File: config.mk
export PLATFORM = sky130hd
export DESIGN_NAME = uart_rx_flat
export DESIGN_NICKNAME = d
export VERILOG_FILES = /design/src/rtl/uart_rx_if.sv /design/src/rtl/uart_rx.sv /design/src/flat_wrapper.sv
export SDC_FILE = /design/constraint.sdc
export NUM_CORES = 1
export LEC_CHECK = 0
export CAP_MARGIN = 10
export CELL_PAD_IN_SITES_DETAIL_PLACEMENT = 1
export CELL_PAD_IN_SITES_GLOBAL_PLACEMENT = 1
export CORE_ASPECT_RATIO = 1.5
export CORE_UTILIZATION = 40
export CTS_CLUSTER_DIAMETER = 100
export DETAILED_ROUTE_END_ITERATION = 12
export PLACE_DENSITY = 0.86
export SLEW_MARGIN = 5
export SYNTH_ARGS = -nofsm -noshare
export SYNTH_HDL_FRONTEND = slang
export SYNTH_SLANG_ARGS = --single-unit
File: constraint.sdc
create_clock -name clk_50m -period 1.8 [get_ports clk_50m]
set_clock_uncertainty 0.1 [all_clocks]
set_input_delay 0.36 -clock clk_50m [delete_from_list [all_inputs] [get_ports clk_50m]]
set_output_delay 0.36 -clock clk_50m [all_outputs]
set_load 0.01 [all_outputs]
File: src/rtl/uart_rx_if.sv
// uart_rx_if: serial input line plus received-byte handshake and status pulses
//   rxd       - asynchronous serial line, idle high
//   rx_data   - last accepted byte
//   rx_valid  - rx_data holds an unconsumed byte
//   rx_ready  - consumer takes the byte when rx_valid and rx_ready are high on a clock edge
//   frame_err - one-cycle pulse, stop bit sampled low
//   overrun   - one-cycle pulse, completed byte dropped because the output was occupied
interface uart_rx_if;
  logic       rxd;
  logic [7:0] rx_data;
  logic       rx_valid;
  logic       rx_ready;
  logic       frame_err;
  logic       overrun;
  modport master (input rxd, rx_ready, output rx_data, rx_valid, frame_err, overrun);
  modport slave (output rxd, rx_ready, input rx_data, rx_valid, frame_err, overrun);
endinterface

File: src/rtl/uart_rx.sv
// uart_rx: 8N1 UART receiver with 16x oversampling, 3-sample majority vote and valid/ready output
//   clk_50m - single clock, rising edge
//   rst     - synchronous active-high reset
//   bus     - uart_rx_if master: rxd in, rx_ready in, rx_data/rx_valid/frame_err/overrun out
module uart_rx #(
  parameter int CLKS_PER_BIT = 434
) (
  input logic       clk_50m,
  input logic       rst,
  uart_rx_if.master bus
);
  localparam int OS_DIV = CLKS_PER_BIT / 16;
  localparam int CW = (OS_DIV > 1) ? $clog2(OS_DIV) : 1;
  typedef enum logic [1:0] {IDLE, START, DATA, STOP} state_t;
  state_t r_state, w_next;
  logic          r_sync, r_rxs;
  logic [CW-1:0] r_os_cnt;
  logic [3:0]    r_idx;
  logic [2:0]    r_bit;
  logic [7:0]    r_shift, r_data;
  logic          r_s7, r_s8, r_valid, r_frame_err, r_overrun;
  logic          w_tick, w_maj, w_mid, w_last, w_stop_done, w_load;
  assign w_tick = r_os_cnt == CW'(OS_DIV - 1);
  assign w_mid = w_tick && r_idx == 4'd9;
  assign w_last = w_tick && r_idx == 4'd15;
  // index-9 sample is the live rxs, combined with the two latched earlier samples
  assign w_maj = (r_s7 & r_s8) | (r_s7 & r_rxs) | (r_s8 & r_rxs);
  assign w_stop_done = w_mid && r_state == STOP;
  // a consumer taking the pending byte in this same cycle frees the slot for the new one
  assign w_load = w_stop_done && w_maj && (!r_valid || bus.rx_ready);
  assign bus.rx_data = r_data;
  assign bus.rx_valid = r_valid;
  assign bus.frame_err = r_frame_err;
  assign bus.overrun = r_overrun;
  always_ff @(posedge clk_50m)
    r_state <= rst ? IDLE : w_next;
  always_comb begin
    w_next = r_state;
    if (w_tick)
      case (r_state)
        IDLE:    w_next = r_rxs ? IDLE : START;
        START:   w_next = (w_mid && w_maj) ? IDLE : (w_last ? DATA : START);
        DATA:    w_next = (w_last && r_bit == 3'd7) ? STOP : DATA;
        STOP:    w_next = w_mid ? IDLE : STOP;
        default: w_next = IDLE;
      endcase
  end
  always_ff @(posedge clk_50m) begin
    if (rst) begin
      r_sync      <= 1'b1;
      r_rxs       <= 1'b1;
      r_os_cnt    <= '0;
      r_idx       <= 4'd0;
      r_bit       <= 3'd0;
      r_shift     <= 8'h00;
      r_s7        <= 1'b1;
      r_s8        <= 1'b1;
      r_data      <= 8'h00;
      r_valid     <= 1'b0;
      r_frame_err <= 1'b0;
      r_overrun   <= 1'b0;
    end else begin
      r_sync   <= bus.rxd;
      r_rxs    <= r_sync;
      r_os_cnt <= w_tick ? '0 : r_os_cnt + CW'(1);
      if (w_tick) begin
        r_idx <= (r_state == IDLE) ? 4'd0 : r_idx + 4'd1;
        if (r_idx == 4'd7) r_s7 <= r_rxs;
        if (r_idx == 4'd8) r_s8 <= r_rxs;
        if (r_state == DATA && r_idx == 4'd9) r_shift <= {w_maj, r_shift[7:1]};
        if (r_state == START && r_idx == 4'd15) r_bit <= 3'd0;
        else if (r_state == DATA && r_idx == 4'd15) r_bit <= r_bit + 3'd1;
      end
      r_frame_err <= w_stop_done && !w_maj;
      r_overrun   <= w_stop_done && w_maj && !w_load;
      if (w_load) r_data <= r_shift;
      r_valid <= w_load || (r_valid && !bus.rx_ready);
    end
  end
endmodule

File: src/flat_wrapper.sv
// flat-port wrapper written by rule: the top's interface ports become plain ports
module uart_rx_flat 
#(
  parameter int CLKS_PER_BIT = 434
)
  (clk_50m, rst, bus_rxd, bus_rx_ready, bus_rx_data, bus_rx_valid, bus_frame_err, bus_overrun);
  uart_rx_if bus_i ();
  input logic clk_50m;
  input logic rst;
  input wire logic [$bits(bus_i.rxd)-1:0] bus_rxd;
  input wire logic [$bits(bus_i.rx_ready)-1:0] bus_rx_ready;
  output wire logic [$bits(bus_i.rx_data)-1:0] bus_rx_data;
  output wire logic [$bits(bus_i.rx_valid)-1:0] bus_rx_valid;
  output wire logic [$bits(bus_i.frame_err)-1:0] bus_frame_err;
  output wire logic [$bits(bus_i.overrun)-1:0] bus_overrun;
  assign bus_i.rxd = bus_rxd;
  assign bus_i.rx_ready = bus_rx_ready;
  assign bus_rx_data = bus_i.rx_data;
  assign bus_rx_valid = bus_i.rx_valid;
  assign bus_frame_err = bus_i.frame_err;
  assign bus_overrun = bus_i.overrun;
  uart_rx #(.CLKS_PER_BIT(CLKS_PER_BIT)) u_core (.clk_50m(clk_50m), .rst(rst), .bus(bus_i));
endmodule
Word level (Yosys, flattened, before mapping)
Cells that the tools add are included.
{"block": "totals", "in_bits": 4, "regBits": 37}
{"block": "classes", "addsub": 3, "n_bitwise": 5, "reduce_logical": 26, "n_mux": 9, "eq_ne": 9}
{"cell": "$logic_and 1x1->1", "count": 13}
{"cell": "$eq 4x4->1 const B", "count": 3}
{"cell": "$pmux 2 s4", "count": 1}
{"cell": "$reduce_and 2->1", "count": 4}
{"cell": "$mux 2", "count": 3}
{"cell": "$mux 3", "count": 2}
{"cell": "$add 5x1->5 const B", "count": 1}
{"cell": "$eq 5x5->1 const B", "count": 1}
{"cell": "$add 4x1->4 const B", "count": 1}
{"cell": "$eq 2x2->1 const B", "count": 2}
{"cell": "$eq 4x3->1 const B", "count": 1}
{"cell": "$logic_not 1->1", "count": 4}
{"cell": "$mux 4", "count": 1}
{"cell": "$add 3x1->3 const B", "count": 1}
{"cell": "$and 1x1->1", "count": 3}
{"cell": "$eq 3x3->1 const B", "count": 1}
{"cell": "$eq 2x1->1 const B", "count": 1}
{"cell": "$logic_not 2->1", "count": 1}
{"cell": "$logic_or 1x1->1", "count": 2}
{"cell": "$mux 1", "count": 2}
{"cell": "$or 1x1->1", "count": 2}
{"cell": "$reduce_bool 2->1", "count": 1}
{"cell": "$reduce_or 2->1", "count": 1}

Logic depth before layout (Yosys ltp)
{"block": "depth", "depth_word": 7, "ltp_mapped": 8, "ltp_nobuf": 6}

Worst setup path after synthesis
No wires, ideal clock.
{"block": "synth_timing", "kind": "register -> register", "start": "register u_core.r_os_cnt[0]", "end": "register u_core.r_shift[7]", "path_buffers": 2, "setup_time_ns": 0.114, "t_arrival_ns": 1.461, "path_slack_ns": 0.125, "stages_incl_launch_ff": 9, "cell_sequence": "dfxtp_1 -> inv_1 -> ha_1 -> and4b_1 -> buf_6 -> and4_4 -> buf_12 -> mux2i_1 -> nor2_1"}
{"block": "synth_between", "elab_chain_len": 2}
{"item": "start, declared", "line_no": "uart_rx.sv:17", "rtl": "logic [CW-1:0] r_os_cnt;"}
{"item": "start signal, assigned", "line_no": "uart_rx.sv:65", "rtl": "r_os_cnt <= w_tick ? '0 : r_os_cnt + CW'(1);"}
{"item": "$eq 5x5->1", "line_no": "uart_rx.sv:23", "rtl": "assign w_tick = r_os_cnt == CW'(OS_DIV - 1);"}
{"item": "$reduce_and 2->1 (no source line)"}
{"item": "end signal, assigned", "line_no": "uart_rx.sv:70", "rtl": "if (r_state == DATA && r_idx == 4'd9) r_shift <= {w_maj, r_shift[7:1]};"}
{"item": "end, declared", "line_no": "uart_rx.sv:20", "rtl": "logic [7:0] r_shift, r_data;"}
No other way between the ends.
A chain may end at the register's enable or synchronous reset.

Worst setup path after layout
{"block": "layout_timing", "start": "register u_core.r_os_cnt[0]", "end": "register u_core.r_idx[3]"}
{"block": "layout_between", "elab_chain_len": 1}
{"item": "$eq 5x5->1", "line_no": "uart_rx.sv:23"}
{"item": "end signal, assigned", "line_no": "uart_rx.sv:67", "rtl": "r_idx <= (r_state == IDLE) ? 4'd0 : r_idx + 4'd1;"}
{"item": "end, declared", "line_no": "uart_rx.sv:18", "rtl": "logic [3:0] r_idx;"}
No other way between the ends.

==> impl_summary.log <==
INFO  metric cts.root.buffer_cell = sky130_fd_sc_hd__clkbuf_8
INFO  metric drt-total-wl = about 3700 um
INFO  metric hold_buffer_count_at_cts = 0
INFO  metric cts.sinks = 37
INFO  metric most_frequent_cells_in_the_layout = sky130_fd_sc_hd__dfxtp_1 (35), sky130_fd_sc_hd__nand2b_1 (19), sky130_fd_sc_hd__mux2i_1 (18)
INFO  metric setup_viol = 0
INFO  metric grt_pass1_vias = about 1,300
INFO  metric period_needed = roughly 1.8 ns
INFO  metric io_pins = 15
INFO  metric power_density = approximately 730 mW/mm^2
INFO  metric p_total = between 1 and 1.5 mW
INFO  metric drtPass1Iterations = 4
INFO  metric max_stage_delay = roughly 0.50 ns
INFO  metric die_width = 55.0 um
INFO  metric yosys_warnings = 0
INFO  metric floorplan.rows = 28
INFO  metric synth.yosys.seq_area_share = 0.440
INFO  metric drtAntennaViolNets = 0
INFO  metric crit_chain = inv_1 > ha_2 > nand4b_4 > buf_4 > or4_1 > a21oi_1
INFO  metric comb_power_share = 0.035
INFO  metric mostFrequentLayoutCell = sky130_fd_sc_hd__dfxtp_1
INFO  metric synth-edff-count = 0
INFO  metric drv_slew = 0
INFO  metric synth_flop_cell = sky130_fd_sc_hd__dfxtp_1
INFO  metric grtUsageTotal = 0.193
INFO  metric critPathBufInv = 2
INFO  metric clock_tree.buffer_depth = 2
INFO  metric upper_clock_frequency_limit = about 570 MHz
INFO  metric worst_hold_path_type = reg -> reg
INFO  metric p_seq_frac = 0.580
INFO  metric run_status = completed
INFO  metric netlist_area = between 0.0015 and 0.002 sq mm
INFO  metric clk_transition_reported_paths = 0.07 ns
INFO  metric tritoncts.num_buffers = 5
INFO  metric vias = 1,261
INFO  metric ys_ff_latch = 37
INFO  metric synth_area_per_cell = 10.1 sq um
INFO  metric clkPwrFrac = 0.386
INFO  metric syn_inst = approximately 170
INFO  metric cp_data_required_time = roughly 1.9 ns
INFO  metric critical-path-slowest-cell = sky130_fd_sc_hd__or4_1
INFO  metric critPathKind = reg -> reg
INFO  metric startpoint_type = flip-flop
INFO  metric synth.lib_cells_used.distinct = 40
INFO  metric power_report.internal_total = approximately 1.1 mW
INFO  metric post_route_cells_drive_above_1_share = 0.147
INFO  metric number_of_antenna_violations_at_the_first_check_in_global_routing = 0
INFO  metric arrival = about 1.9 ns
INFO  metric reg2reg_setup_slack = 0.04 ns
INFO  metric setup_repair_after_global_routing_missed_its_margin = yes
INFO  metric core_area = around 0.0040 sq mm
INFO  metric die_height = approximately 80 um
INFO  metric clock_latency = 0.29 ns
INFO  metric port-buffer-count = 14
INFO  metric timing_hold_violations_final = 0
INFO  metric drt-wirelength-per-cell = approximately 16 um
INFO  metric slew_headroom = 0.775
INFO  metric drc = 0
INFO  metric placedInstanceArea = ~0.0019 sq mm
INFO  metric grt_pass1_wl = about 6000 um
INFO  metric htreeDepth = 2
INFO  metric final_area = between 0.0015 and 0.002 sq mm
INFO  metric leakage_power_summed_over_all_cells = roughly 0.73 nW
INFO  metric fin_worst_hold_slack = 0.313 ns
INFO  metric syn_nets = around 180
INFO  metric power_switching_share = 0.221
INFO  metric design.die.area = 0.00448 sq mm
INFO  metric layout.nets = 200
INFO  metric gp_congestion = 0.737
INFO  metric grt_start_max_net_pins = 19
INFO  metric layout_worst_path_cycle_share = 0.976
INFO  metric tritoncts = yes
INFO  metric p_switching = about 320 uW
INFO  metric worstPathMaxFanout = 7
INFO  metric critPathCaptureType = flip-flop
INFO  metric area.growth.synth_to_final = 17.5%
INFO  metric initial_utilization = 0.421
INFO  metric post_drt_via_cell_ratio = 5.37
INFO  metric grt.overflow.total = 0
INFO  metric drt_iter0_drc = 21
INFO  metric asyncSetResetFlopFracSynth = 0
INFO  metric fill_cells = approximately 470
INFO  metric tightestPinTransition = ~0.34 ns
INFO  metric max-vdd-ir-drop = 0.478 mV
INFO  metric detailedPlacementHpwl = approximately 2600 um
INFO  metric insertedDiodeCount = 0
INFO  metric crit_family = simple AND/OR/NAND/NOR gates
INFO  metric timing.max_cap.violations = 0
[state kept, by name (all words and copies together), names as in the netlist]
name / count
u_core.bus.rx_data: 8
u_core.r_shift: 8
u_core.r_os_cnt: 5
u_core.r_idx: 4
u_core.r_bit: 3
u_core.r_state: 2
u_core.bus.frame_err: 1
u_core.bus.overrun: 1
u_core.bus.rx_valid: 1
u_core.r_rxs: 1
u_core.r_s7: 1
u_core.r_s8: 1
u_core.r_sync: 1
[area by class of cell]
class	instances	area [sq um]	share of cell area
Clock buffer	6	72.6	0.0367
Inverter	5	18.8	0.00949
Sequential cell	37	743	0.376
Tap cell	45	56.3	0.0285
Multi-Input combinational cell	116	850	0.429
Timing Repair Buffer	24	228	0.115
Clock inverter	2	10.0	0.00506
[worst reg2reg max path, cell delays in order (launching register included)]
cell,delay (ns)
sky130_fd_sc_hd__dfxtp_2,0.34
sky130_fd_sc_hd__inv_1,0.06
sky130_fd_sc_hd__ha_2,0.21
sky130_fd_sc_hd__nand4b_4,0.14
sky130_fd_sc_hd__buf_4,0.19
sky130_fd_sc_hd__or4_1,0.50
sky130_fd_sc_hd__a21oi_1,0.16
[cells in the mapped netlist (2+ instances only)]
| master | number | share of area |
|---|---|---|
| sky130_fd_sc_hd__dfxtp_1 | 37 | 0.44 |
| sky130_fd_sc_hd__nand2b_1 | 19 | 0.071 |
| sky130_fd_sc_hd__mux2i_1 | 18 | 0.11 |
| sky130_fd_sc_hd__nor2_1 | 14 | 0.031 |
| sky130_fd_sc_hd__ha_1 | 7 | 0.052 |
| sky130_fd_sc_hd__nor3_1 | 7 | 0.021 |
| sky130_fd_sc_hd__a21oi_1 | 6 | 0.018 |
| sky130_fd_sc_hd__nand2_1 | 6 | 0.013 |
| sky130_fd_sc_hd__o21ai_0 | 6 | 0.018 |
| sky130_fd_sc_hd__inv_1 | 5 | 0.011 |
| sky130_fd_sc_hd__buf_6 | 3 | 0.020 |
| sky130_fd_sc_hd__nand3b_1 | 3 | 0.013 |
| sky130_fd_sc_hd__a22o_1 | 2 | 0.010 |
| sky130_fd_sc_hd__a31oi_1 | 2 | 0.0074 |
| sky130_fd_sc_hd__and2b_1 | 2 | 0.0089 |
| sky130_fd_sc_hd__and4b_1 | 2 | 0.012 |
| sky130_fd_sc_hd__clkbuf_1 | 2 | 0.0045 |
| sky130_fd_sc_hd__nand3_1 | 2 | 0.0059 |
| sky130_fd_sc_hd__or2_2 | 2 | 0.0074 |
| sky130_fd_sc_hd__xnor2_1 | 2 | 0.010 |
[routing by layer]
layer	GRT usage	vias to the layer above	part of all wire
met4	0.0900	0	0.023
met2	0.359	22	0.56
met3	0.0611	9	0.032
li1	-	618	-
met1	0.180	612	0.38
met5	0	-	0
[what timing repair did]
action / 4_1_cts / 5_1_grt
setup endpoints to repair: 8 / 16
setup buffers: 3 / 0
cloned: 0 / 0
resized for setup: 0 / 4
[path summary, 6_finish.rpt]
path / startpoint / end / cells after the start
worst max-delay path: u_core.r_os_cnt[0] / u_core.r_idx[3] / 6
worst min-delay path: u_core.r_sync / u_core.r_rxs / 1
worst max register to register: u_core.r_os_cnt[0] / u_core.r_idx[3] / 6
worst min register to register: u_core.r_sync / u_core.r_rxs / 1
[per-stage QoR]
stage | cells | setup slack (ns) | util | setup TNS [ns]
CTS | 235 | 0.00405 | 0.493 | 0
detailed placement | 224 | -0.0449 | 0.466 | -0.0884
floorplan | 167 | 0.125 | - | 0
global placement | 224 | 0.110 | 0.466 | 0
global route | 235 | -0.00991 | 0.495 | -0.0171
finish | 235 | 0.0429 | 0.495 | 0
[power by group through the flow]
stage / logic (mW) / clock network (mW) / registers (mW)
6_report: 0.0500 / 0.556 / 0.835
5_1_grt: 0.0549 / 0.613 / 0.837
4_1_cts: 0.0494 / 0.583 / 0.834
3_5_place_dp: 0.0495 / 0 / 0.853
3_3_place_gp: 0.0468 / 0 / 0.852
2_1_floorplan: 0.0336 / 0 / 0.851
[cell families (layout without fill, tap and decap cells)]
kind of cell | Yosys count | in the layout | synth area share
compound gates | 19 | 19 | 0.0677
xor+xnor | 3 | 3 | 0.0156
fa+ha+maj | 8 | 8 | 0.0587
buf+inv | 14 | 37 | 0.0595
flops | 37 | 37 | 0.440
mux | 19 | 19 | 0.114
simple gates | 67 | 67 | 0.245
(Power assumes the default switching activity.)
==> patch (same flow settings) <==
`CLKS_PER_BIT` is set to 434 in 2 places; all go to 217.
--- a/src/rtl/uart_rx.sv
+++ b/src/rtl/uart_rx.sv
@@ -3,7 +3,7 @@
 //   rst     - synchronous active-high reset
 //   bus     - uart_rx_if master: rxd in, rx_ready in, rx_data/rx_valid/frame_err/overrun out
 module uart_rx #(
-  parameter int CLKS_PER_BIT = 434
+  parameter int CLKS_PER_BIT = 217
 ) (
   input logic       clk_50m,
   input logic       rst,
--- a/src/flat_wrapper.sv
+++ b/src/flat_wrapper.sv
@@ -1,7 +1,7 @@
 // flat-port wrapper written by rule: the top's interface ports become plain ports
 module uart_rx_flat 
 #(
-  parameter int CLKS_PER_BIT = 434
+  parameter int CLKS_PER_BIT = 217
 )
   (clk_50m, rst, bus_rxd, bus_rx_ready, bus_rx_data, bus_rx_valid, bus_frame_err, bus_overrun);
   uart_rx_if bus_i ();
Formal check against the unedited RTL: same outputs for any inputs over 10 cycles, from zero or initial values and one cycle with rst high; that may be too few to reach the edited logic, so the function may still have changed.
==> patch against the original RTL <==
Area after synthesis fell by 2.7%. Sequential cell count fell by 1. Total power fell by 0.74%. Setup slack improved by 0.0088 ns. Worst hold slack improved by 0.011 ns. Cell area rose by 1.5%. Count of clock-buffer cells in the layout fell by 1. Routed wire length fell by 1.4%.
==> patch: results (changes against the original RTL) <==
Status
Run status: completed (unchanged).

Place
The standard cell area after detailed placement was 1870 µm² (was 1860 µm²). The cell total after placement came to 232 (was 224). The post-DP HPWL is 2620 µm (about the same).

Routing
The wire length on met3 is 130 µm (was 116 µm). The total routed wire length on the met1 layer is 1390 µm (was 1420 µm). The total detailed-routing wirelength is 3630 µm (was 3680 µm). The number of DRC markers in iteration 0 came to 33 (was 21). The number of vias per cell is 5.37 (about the same). The total length of routed met2 wires is 2010 µm (was 2060 µm).

Global routing
The routing usage on met1 is 17.8% (was 18.0%). The first-pass GRT wire length is 5910 µm (was 6000 µm). The fraction of met3 tracks used by global routing was 5.11% (was 6.11%). The global routing met2 resource utilization is 35.9% (about the same). The pin count of the biggest net entering global routing was 20 (was 19). The via count of the first global-routing pass came to 1,368 (was 1,349).

The global router's overall resource usage is 19.4% (was 19.3%).

Finish
The multi-input combinational area share came to 44.1% (was 42.9%). The fraction of cell area in non-clock buffers is 11.7% (was 11.5%). The net total in the final layout came to 206 (was 200). The fill cell total of the finished layout is 449 (was 468).

The multi-input combinational cell count is 120 (was 116). The clock buffer and inverter area fraction after layout was 4.05% (was 4.17%). The sequential cell area came to 723 µm² (was 743 µm²). The number of cells in the finished layout apart from fillers is 240 (was 235).

The number of signal-net buffers in the layout was 25 (was 24). The share of cells above drive strength 1 is 17.9% (was 14.7%).

Yosys
The gate count after technology mapping came to 172 (was 167). Most common library cells after synthesis: dfxtp_1, nand2b_1, mux2i_1, nor2_1, a21oi_1 (was dfxtp_1, nand2b_1, mux2i_1, nor2_1). The synthesized flop and latch total is 36 (was 37). The parity-gate share of the synthesized area counting xor and xnor cells was 1.07% (was 1.56%). Leading post-synthesis cells by cell area: dfxtp_1, mux2i_1, nand2b_1 (unchanged). The synthesized netlist net count was 183 (was 178). The portion of the post-synthesis area used by sequential elements was 44.0% (about the same). The compound-gate portion of the synthesized area is 7.33% (was 6.77%). The proportion of synthesized area in mux cells was 11.0% (was 11.4%). The fraction of the mapped netlist area in adder cells came to 5.96% (was 5.87%).

Pwr
The sequential power came to 0.000810 W (was 0.000835 W). The leakage power summed over all cells came to 0.732 nW (was 0.725 nW). The net switching power is 0.000335 W (was 0.000319 W).

The clock power share is 39.4% (was 38.6%). The worst-case vdd ir drop came to 0.000457 V (was 0.000478 V). The clock-net power was 0.000563 W (was 0.000556 W).

Clock network
The total clock buffers created by CTS was 5 (unchanged). The number of setup buffers added after CTS is 0 (was 3). The number of gates given a new drive strength after cts is 1 (was 0). The number of buffers on the longest clock path came to 2 (unchanged).

Critical path
The arrival time at the worst endpoint is 1.88 ns (about the same). The maximum fanout count along the critical path is 11 (was 7).

Timing
The sum of negative setup slack is 0 ns (unchanged).
patch: worst paths after layout:
kind | start | end | slack [ns] | cells after the start
max | u_core.r_os_cnt[1]$_SDFF_PP0_ | u_core.r_idx[3]$_SDFFE_PP0P_ | 0.05 | 6
max reg2reg | u_core.r_os_cnt[1]$_SDFF_PP0_ | u_core.r_idx[3]$_SDFFE_PP0P_ | 0.05 | 6
min | u_core.r_sync$_SDFF_PP1_ | u_core.r_rxs$_SDFF_PP1_ | 0.32 | 1
min reg2reg | u_core.r_sync$_SDFF_PP1_ | u_core.r_rxs$_SDFF_PP1_ | 0.32 | 1
patch: stage by stage:
stage          utilization (%)  hold slack (ns)  setup WS [ns]
5_1_grt                   51.1            0.351        -0.0237
3_5_place_dp              47.7            0.310      -0.000262
2_1_floorplan                -            0.289         0.0948
3_3_place_gp              47.7            0.295          0.102
4_1_cts                   49.8            0.330         0.0156
6_report                  51.1            0.323         0.0517
